[src/rtl/v_ch_ahb_writer.sv]
// v_ch_ahb_writer
//   DMA channel write-side engine. Drains the byte-lane channel FIFO one beat
//   at a time and issues AHB-Lite SINGLE write transfers, with one transfer
//   outstanding at a time. Reports completion or errors to the channel
//   controller.
//
// Ports
//   clk, areset        clock, synchronous active-high reset
//   start_i            one-cycle job start (only honoured in IDLE)
//   dst_addr_i         destination start byte address
//   len_i              job length in bytes
//   size_i             beat size (0 byte, 1 halfword, 2 word, 3 illegal)
//   busy_o             job active
//   done_o             one-cycle pulse on successful completion
//   err_o              one-cycle pulse on rejected start or bus error
//   fifo_level_i       bytes held in the channel FIFO
//   fifo_read_o        FIFO read strobe, one per beat
//   fifo_size_o        FIFO read size (latched beat size)
//   fifo_offset_o      FIFO byte-lane offset (haddr[1:0] of the beat)
//   fifo_data_i        lane-aligned FIFO data, valid the cycle after the read
//   haddr_o .. hburst_o AHB-Lite master address/control
//   hwdata_o           AHB write data
//   hready_i, hresp_i  AHB-Lite slave response
module v_ch_ahb_writer #(
  parameter int LEN_W = 16
) (
  input  logic             clk,
  input  logic             areset,
  input  logic             start_i,
  input  logic [31:0]      dst_addr_i,
  input  logic [LEN_W-1:0] len_i,
  input  logic [1:0]       size_i,
  output logic             busy_o,
  output logic             done_o,
  output logic             err_o,
  input  logic [7:0]       fifo_level_i,
  output logic             fifo_read_o,
  output logic [1:0]       fifo_size_o,
  output logic [1:0]       fifo_offset_o,
  input  logic [31:0]      fifo_data_i,
  output logic [31:0]      haddr_o,
  output logic [1:0]       htrans_o,
  output logic             hwrite_o,
  output logic [2:0]       hsize_o,
  output logic [2:0]       hburst_o,
  output logic [31:0]      hwdata_o,
  input  logic             hready_i,
  input  logic             hresp_i
);

  typedef enum logic [2:0] {
    S_IDLE,
    S_WAIT,
    S_FETCH,
    S_ADDR,
    S_DATA
  } state_t;

  state_t           state_q, state_d;
  logic [31:0]      addr_q;
  logic [LEN_W-1:0] rem_q;
  logic [1:0]       size_q;
  logic [31:0]      wdata_q;
  logic             first_q;
  logic             done_q;
  logic             err_q;

  logic [2:0]       beat_bytes;
  logic [1:0]       start_mask;
  logic             start_bad;
  logic             last_beat;

  always_comb begin
    case (size_q)
      2'd0:    beat_bytes = 3'd1;
      2'd1:    beat_bytes = 3'd2;
      default: beat_bytes = 3'd4;
    endcase
  end

  // Low-bit mask that must be clear in both address and length for a
  // naturally aligned job of the requested beat size.
  always_comb begin
    case (size_i)
      2'd0:    start_mask = 2'b00;
      2'd1:    start_mask = 2'b01;
      default: start_mask = 2'b11;
    endcase
  end

  assign start_bad = (size_i == 2'd3)
                   || ((dst_addr_i[1:0] & start_mask) != 2'b00)
                   || ((len_i[1:0] & start_mask) != 2'b00);

  assign last_beat = (rem_q == LEN_W'(beat_bytes));

  always_comb begin
    state_d = state_q;
    case (state_q)
      S_IDLE: begin
        if (start_i && !start_bad && (len_i != '0)) state_d = S_WAIT;
      end
      S_WAIT: begin
        if (fifo_level_i >= {5'b0, beat_bytes}) state_d = S_FETCH;
      end
      S_FETCH: state_d = S_ADDR;
      S_ADDR: begin
        if (hready_i) state_d = S_DATA;
      end
      S_DATA: begin
        if (hresp_i)        state_d = S_IDLE;
        else if (hready_i)  state_d = last_beat ? S_IDLE : S_WAIT;
      end
      default: state_d = S_IDLE;
    endcase
  end

  always_ff @(posedge clk) begin
    if (areset) begin
      state_q <= S_IDLE;
      addr_q  <= '0;
      rem_q   <= '0;
      size_q  <= '0;
      wdata_q <= '0;
      first_q <= 1'b0;
      done_q  <= 1'b0;
      err_q   <= 1'b0;
    end else begin
      state_q <= state_d;
      done_q  <= 1'b0;
      err_q   <= 1'b0;
      // FIFO data arrives the cycle after the strobe, i.e. the first ADDR cycle.
      first_q <= (state_q == S_FETCH);
      case (state_q)
        S_IDLE: begin
          if (start_i) begin
            if (start_bad) begin
              err_q <= 1'b1;
            end else if (len_i == '0) begin
              done_q <= 1'b1;
            end else begin
              addr_q <= dst_addr_i;
              rem_q  <= len_i;
              size_q <= size_i;
            end
          end
        end
        S_ADDR: begin
          if (first_q) wdata_q <= fifo_data_i;
        end
        S_DATA: begin
          if (hresp_i) begin
            err_q <= 1'b1;
          end else if (hready_i) begin
            addr_q <= addr_q + 32'(beat_bytes);
            rem_q  <= rem_q - LEN_W'(beat_bytes);
            if (last_beat) done_q <= 1'b1;
          end
        end
        default: ;
      endcase
    end
  end

  assign busy_o        = (state_q != S_IDLE);
  assign done_o        = done_q;
  assign err_o         = err_q;
  assign fifo_read_o   = (state_q == S_FETCH);
  assign fifo_size_o   = size_q;
  assign fifo_offset_o = addr_q[1:0];
  assign haddr_o       = addr_q;
  assign htrans_o      = (state_q == S_ADDR) ? 2'b10 : 2'b00;
  assign hwrite_o      = (state_q == S_ADDR);
  assign hsize_o       = {1'b0, size_q};
  assign hburst_o      = 3'b000;
  assign hwdata_o      = wdata_q;

endmodule
[config.mk]
export PLATFORM = sky130hd
export DESIGN_NAME = v_ch_ahb_writer
export DESIGN_NICKNAME = d
export VERILOG_FILES = /design/src/rtl/v_ch_ahb_writer.sv
export SDC_FILE = /design/constraint.sdc
export NUM_CORES = 1
export LEC_CHECK = 0
export ABC_AREA = 1
export BUFFER_PORTS_ARGS = -buffer_cell sky130_fd_sc_hd__buf_2
export CORE_AREA = 2 2 105 107
export CTS_BUF_LIST = sky130_fd_sc_hd__clkbuf_4
export CTS_CLUSTER_DIAMETER = 150
export DETAILED_ROUTE_END_ITERATION = 7
export DIE_AREA = 0 0 107 109
export PLACE_DENSITY = 0.86
export SETUP_SLACK_MARGIN = 0.15
export SYNTH_ARGS = -nofsm -noshare
export SYNTH_HDL_FRONTEND = slang
export SYNTH_SLANG_ARGS = --single-unit
[constraint.sdc]
create_clock -name clk -period 3 [get_ports clk]
set_clock_uncertainty 0.1 [all_clocks]
set_input_delay 0.3 -clock clk [delete_from_list [all_inputs] [get_ports clk]]
set_output_delay 0.3 -clock clk [all_outputs]
set_load 0.01 [all_outputs]
==> impl_summary.md <==
Logic synthesis
Counting flops and latches in the post-synthesis netlist gives 88. The largest total area in the synthesized netlist belongs to sky130_fd_sc_hd__dfxtp_1. The sequential element share of the synthesized area is 32.26%. The average instance in the mapped netlist occupies 6.157 um^2. Sorting the synthesized cells by how often they occur yields sky130_fd_sc_hd__nand2_1, sky130_fd_sc_hd__nor2_1, sky130_fd_sc_hd__a21oi_1, sky130_fd_sc_hd__dfxtp_1, sky130_fd_sc_hd__nand3_1. The synthesized design contains 0 enable-type register cells. The synthesized instance count is 887.

The number of library cell types mapped by synthesis is 38. The fraction of registers with async set/reset is 0%. Yosys printed 0 warnings.

In the post-synthesis netlist, the cell with the most instances is sky130_fd_sc_hd__nand2_1. The cell area after synthesis is 0.005461 mm^2. By area the synthesized netlist is led by sky130_fd_sc_hd__dfxtp_1, sky130_fd_sc_hd__nand2_1, sky130_fd_sc_hd__nor2_1. The predominant post-synthesis flop cell is sky130_fd_sc_hd__dfxtp_1. In this run the biggest area consumer among cell types represents 32.26% of the synthesized area.

Detailed routing
Dividing the detail-routed wire length by the instance count gives 14.12 um. The first-pass iteration count of the detailed router is 5. The final layout contains routed wiring with a total length of 17,040 um. The via count is 6,417.

The first routing iteration left 443 violations. The detail route stage leaves a number of antenna-violating nets equal to 0. The post-detailed-route DRC marker count is 0. In the routed layout, each cell is associated on average with a via count of 5.316.

Critical path
The critical-path cell with the highest stage delay is sky130_fd_sc_hd__fa_1. The required time of the critical path is 3.29 ns. The worst setup path is captured at a flop. The biggest cell delay along the critical path is 0.45 ns. In this run the critical register-to-register path is launched from fifo_size_o[0].

The data arrival time of the critical path is 2.76 ns. The dominant delay contributor by cell family on the critical path is simple AND/OR/NAND/NOR gates. The critical path goes through inv_1, nor2_1, inv_1, fa_1, inv_1, nand2_1, nand2_1, nand2_2, nor2_1, nand2_1, or2_0, nand3_1, nand2_1, a21oi_1. The worst setup path is of the flop to flop kind. The worst setup path is launched from a flop. The setup check on the worst reg-to-reg path leaves a slack of 0.53 ns. In this run the number of cells on the critical path is 14.

In this run the critical register-to-register path is captured at haddr_o[30]. The count of cells along the worst register-to-register path is 14. The buffers plus inverters on the worst setup path is 3.

The library cell appearing most often on the critical path is sky130_fd_sc_hd__nand2_1. The maximum fanout along the worst path is 5.

Layout
Of the cells placed in the final design, the portion with a size suffix greater than 1 is 19.96%. The repair_antennas step left the layout with diodes totalling 0. The post-layout net count is 1,166. Relative to the synthesized area, the layout overhead comes to 24.10%.

Hold path
The hold path depth is 3. In this run the most critical hold path is launched from hresp_i. The tightest min-delay check is of the input pin to flop type. The sink of the worst hold path is err_o.

Global route
The pin count of the biggest net entering global routing is 64. The aggregate global-route resource usage is 29.17%. The first global-routing pass estimated 27,520 um of wire.

The initial antenna violation count came to 1. The number of global-route vias before repair was 6,001. The global route total overflow is 0.

Die
In this run the standard cell core region covers 0.01060 mm^2. The height of the die is 109 um. The horizontal die dimension is 107 um.

The die covers 0.01166 mm^2. The I/O pin total is 176. The starting density of the core is 51.51%. In this run the core area contains 38 standard-cell rows.

Clock network
The H-tree depth is 3. In this run the deepest clock path goes through 2 buffers. The number of setup buffers added after CTS is 0. After clock tree synthesis, the clock-pin slew on the worst setup and hold paths is 0.16 ns. The number of sinks handled by clock tree synthesis is 88.

The clock tree root buffer cell is sky130_fd_sc_hd__clkbuf_4. The TritonCTS clock tree is built. TritonCTS created 9 clock buffers. At the later pin of the worst-skew pair, clock insertion delay measures 0.46 ns.

Timing
The worst hold margin is 0.02697 ns. Measured against its own limit, the worst slew margin works out to 45.63%. The hold violation total from the final report is 0.

Adding up every negative setup slack in the final design gives 0 ns. Counting I/O delays and the setup requirement, the final critical path takes 2.467 ns. After layout, the worst path uses 82.24% of the clock period.

Setup repair after global routing left no endpoint under its margin. The total setup violations reported at the end of the flow is 0. The final-report max-slew violation count is 0. Based on the critical path, the design can be clocked at up to 405.3 MHz. At the pin with the least slew margin, the transition time is 0.8147 ns.

Placement
The count of buffers added on input and output ports is 170. The placed wire-length estimate is 11,840 um. The placer's final routability congestion estimate is 0.9326.

Power and ir drop
VDD sags by at most 261.9 uV. In this run the power density over the cells is 408.0 mW/mm^2. The total leakage power is 2.917 nW.

Status
The flow ran to the end, and the final reports show no timing, DRC or antenna violations.

Job
The tool flagged a number of max-cap violations equal to 0.
-- per-stage QoR --
stage | util [%] | instances | setup slack, ns | power [mW] | instance area [um^2]
3_3_place_gp | 59.58 | 1158 | 0.6839 | 2.067 | 6317
6_report | 63.92 | 1207 | 0.5327 | 2.765 | 6778
4_1_cts | 63.81 | 1206 | 0.5237 | 2.761 | 6765
5_1_grt | 63.92 | 1207 | 0.2149 | 2.936 | 6778
2_1_floorplan | - | 891 | 0.7923 | 1.857 | 5477
3_5_place_dp | 59.58 | 1158 | 0.5806 | 2.084 | 6317
-- cells by family (layout without fill, tap and decap cells) --
logic type	after synthesis	in the layout	synth area share, %
compound gates	149	149	14.16
xor+xnor	9	9	1.443
fa+ha+maj	9	9	2.337
buf+inv	118	294	9.553
flops	88	88	32.26
mux	1	1	0.1833
other cells	1	5	0.06866
simple gates	512	512	40.00
-- worst max-delay path by stage --
| stage | start | end | slack [ns] |
|---|---|---|---|
| global placement | fifo_size_o[1] | haddr_o[30] | 0.68 |
| floorplan | fifo_size_o[0] | haddr_o[30] | 0.79 |
| finish | fifo_size_o[0] | haddr_o[30] | 0.53 |
| CTS | fifo_size_o[1] | haddr_o[30] | 0.52 |
| detailed placement | fifo_size_o[1] | haddr_o[30] | 0.58 |
| global route | fifo_size_o[1] | haddr_o[30] | 0.21 |
-- layout make-up --
cell class              instances  area [um^2]
clock inverters                 7        60.06
multi-input cells             685         3196
fillers                      1005         3825
flip-flops and latches         88         1762
well taps                     140        175.2
repair buffers                211         1266
inverters                      67        251.5
clock buffers                   9        67.56
-- layer usage --
layer  GRT usage, %  part of all wire, %  up-vias
met3          6.037                  6.7       50
met4          10.58                  3.0        2
li1               -                    -     3211
met1          34.40                   40     2876
met5              0                0.076        -
met2          52.41                   50      278
-- timing repair --
item / in CTS / in global routing
endpoints found under the hold margin: 32 / 1
resized for setup: 0 / 1
hold buffers: 32 / 1
endpoints found under the setup margin: 0 / 1
-- power by group --
group	internal [mW]	switching, mW	leakage (nW)
registers	1.23	0.0901	0.714
logic	0.316	0.468	2.14
clock network	0.186	0.471	0.0668
-- registers in the layout, summed over array words and instances, names as in the netlist --
register and cells:
hwdata_o 32, rem_q 16, haddr_o 32, done_o 1, state_q 3, first_q 1
fifo_size_o 2, err_o 1
-- layout by cell type (no fill, tap or decap), types with 4 or more instances in the layout --
| cell | n |
|---|---|
| sky130_fd_sc_hd__dfxtp_1 | 88 |
| sky130_fd_sc_hd__o21ai_0 | 38 |
| sky130_fd_sc_hd__ha_1 | 7 |
| sky130_fd_sc_hd__nand2_1 | 248 |
| sky130_fd_sc_hd__o211ai_1 | 4 |
| sky130_fd_sc_hd__conb_1 | 5 |
| sky130_fd_sc_hd__xor2_1 | 6 |
| sky130_fd_sc_hd__nand3b_1 | 6 |
| sky130_fd_sc_hd__clkbuf_4 | 9 |
| sky130_fd_sc_hd__nor3_1 | 5 |
| sky130_fd_sc_hd__nand4_1 | 14 |
| sky130_fd_sc_hd__nor2_1 | 132 |
| sky130_fd_sc_hd__buf_2 | 170 |
| sky130_fd_sc_hd__a21oi_1 | 99 |
| sky130_fd_sc_hd__inv_1 | 64 |
| sky130_fd_sc_hd__buf_4 | 6 |
| sky130_fd_sc_hd__nand3_1 | 86 |
| sky130_fd_sc_hd__dlygate4sd3_1 | 33 |
-- worst register-to-register path, delay by kind of cell (launching register included) --
family	cells	cell delay, ns
AOI/OAI and AO/OA	1	0.11
adders and majority gates	1	0.45
buffers and inverters	3	0.33
DFF	1	0.40
and+or+nand+nor	9	1.02
Power figures use the tool's default switching activity.
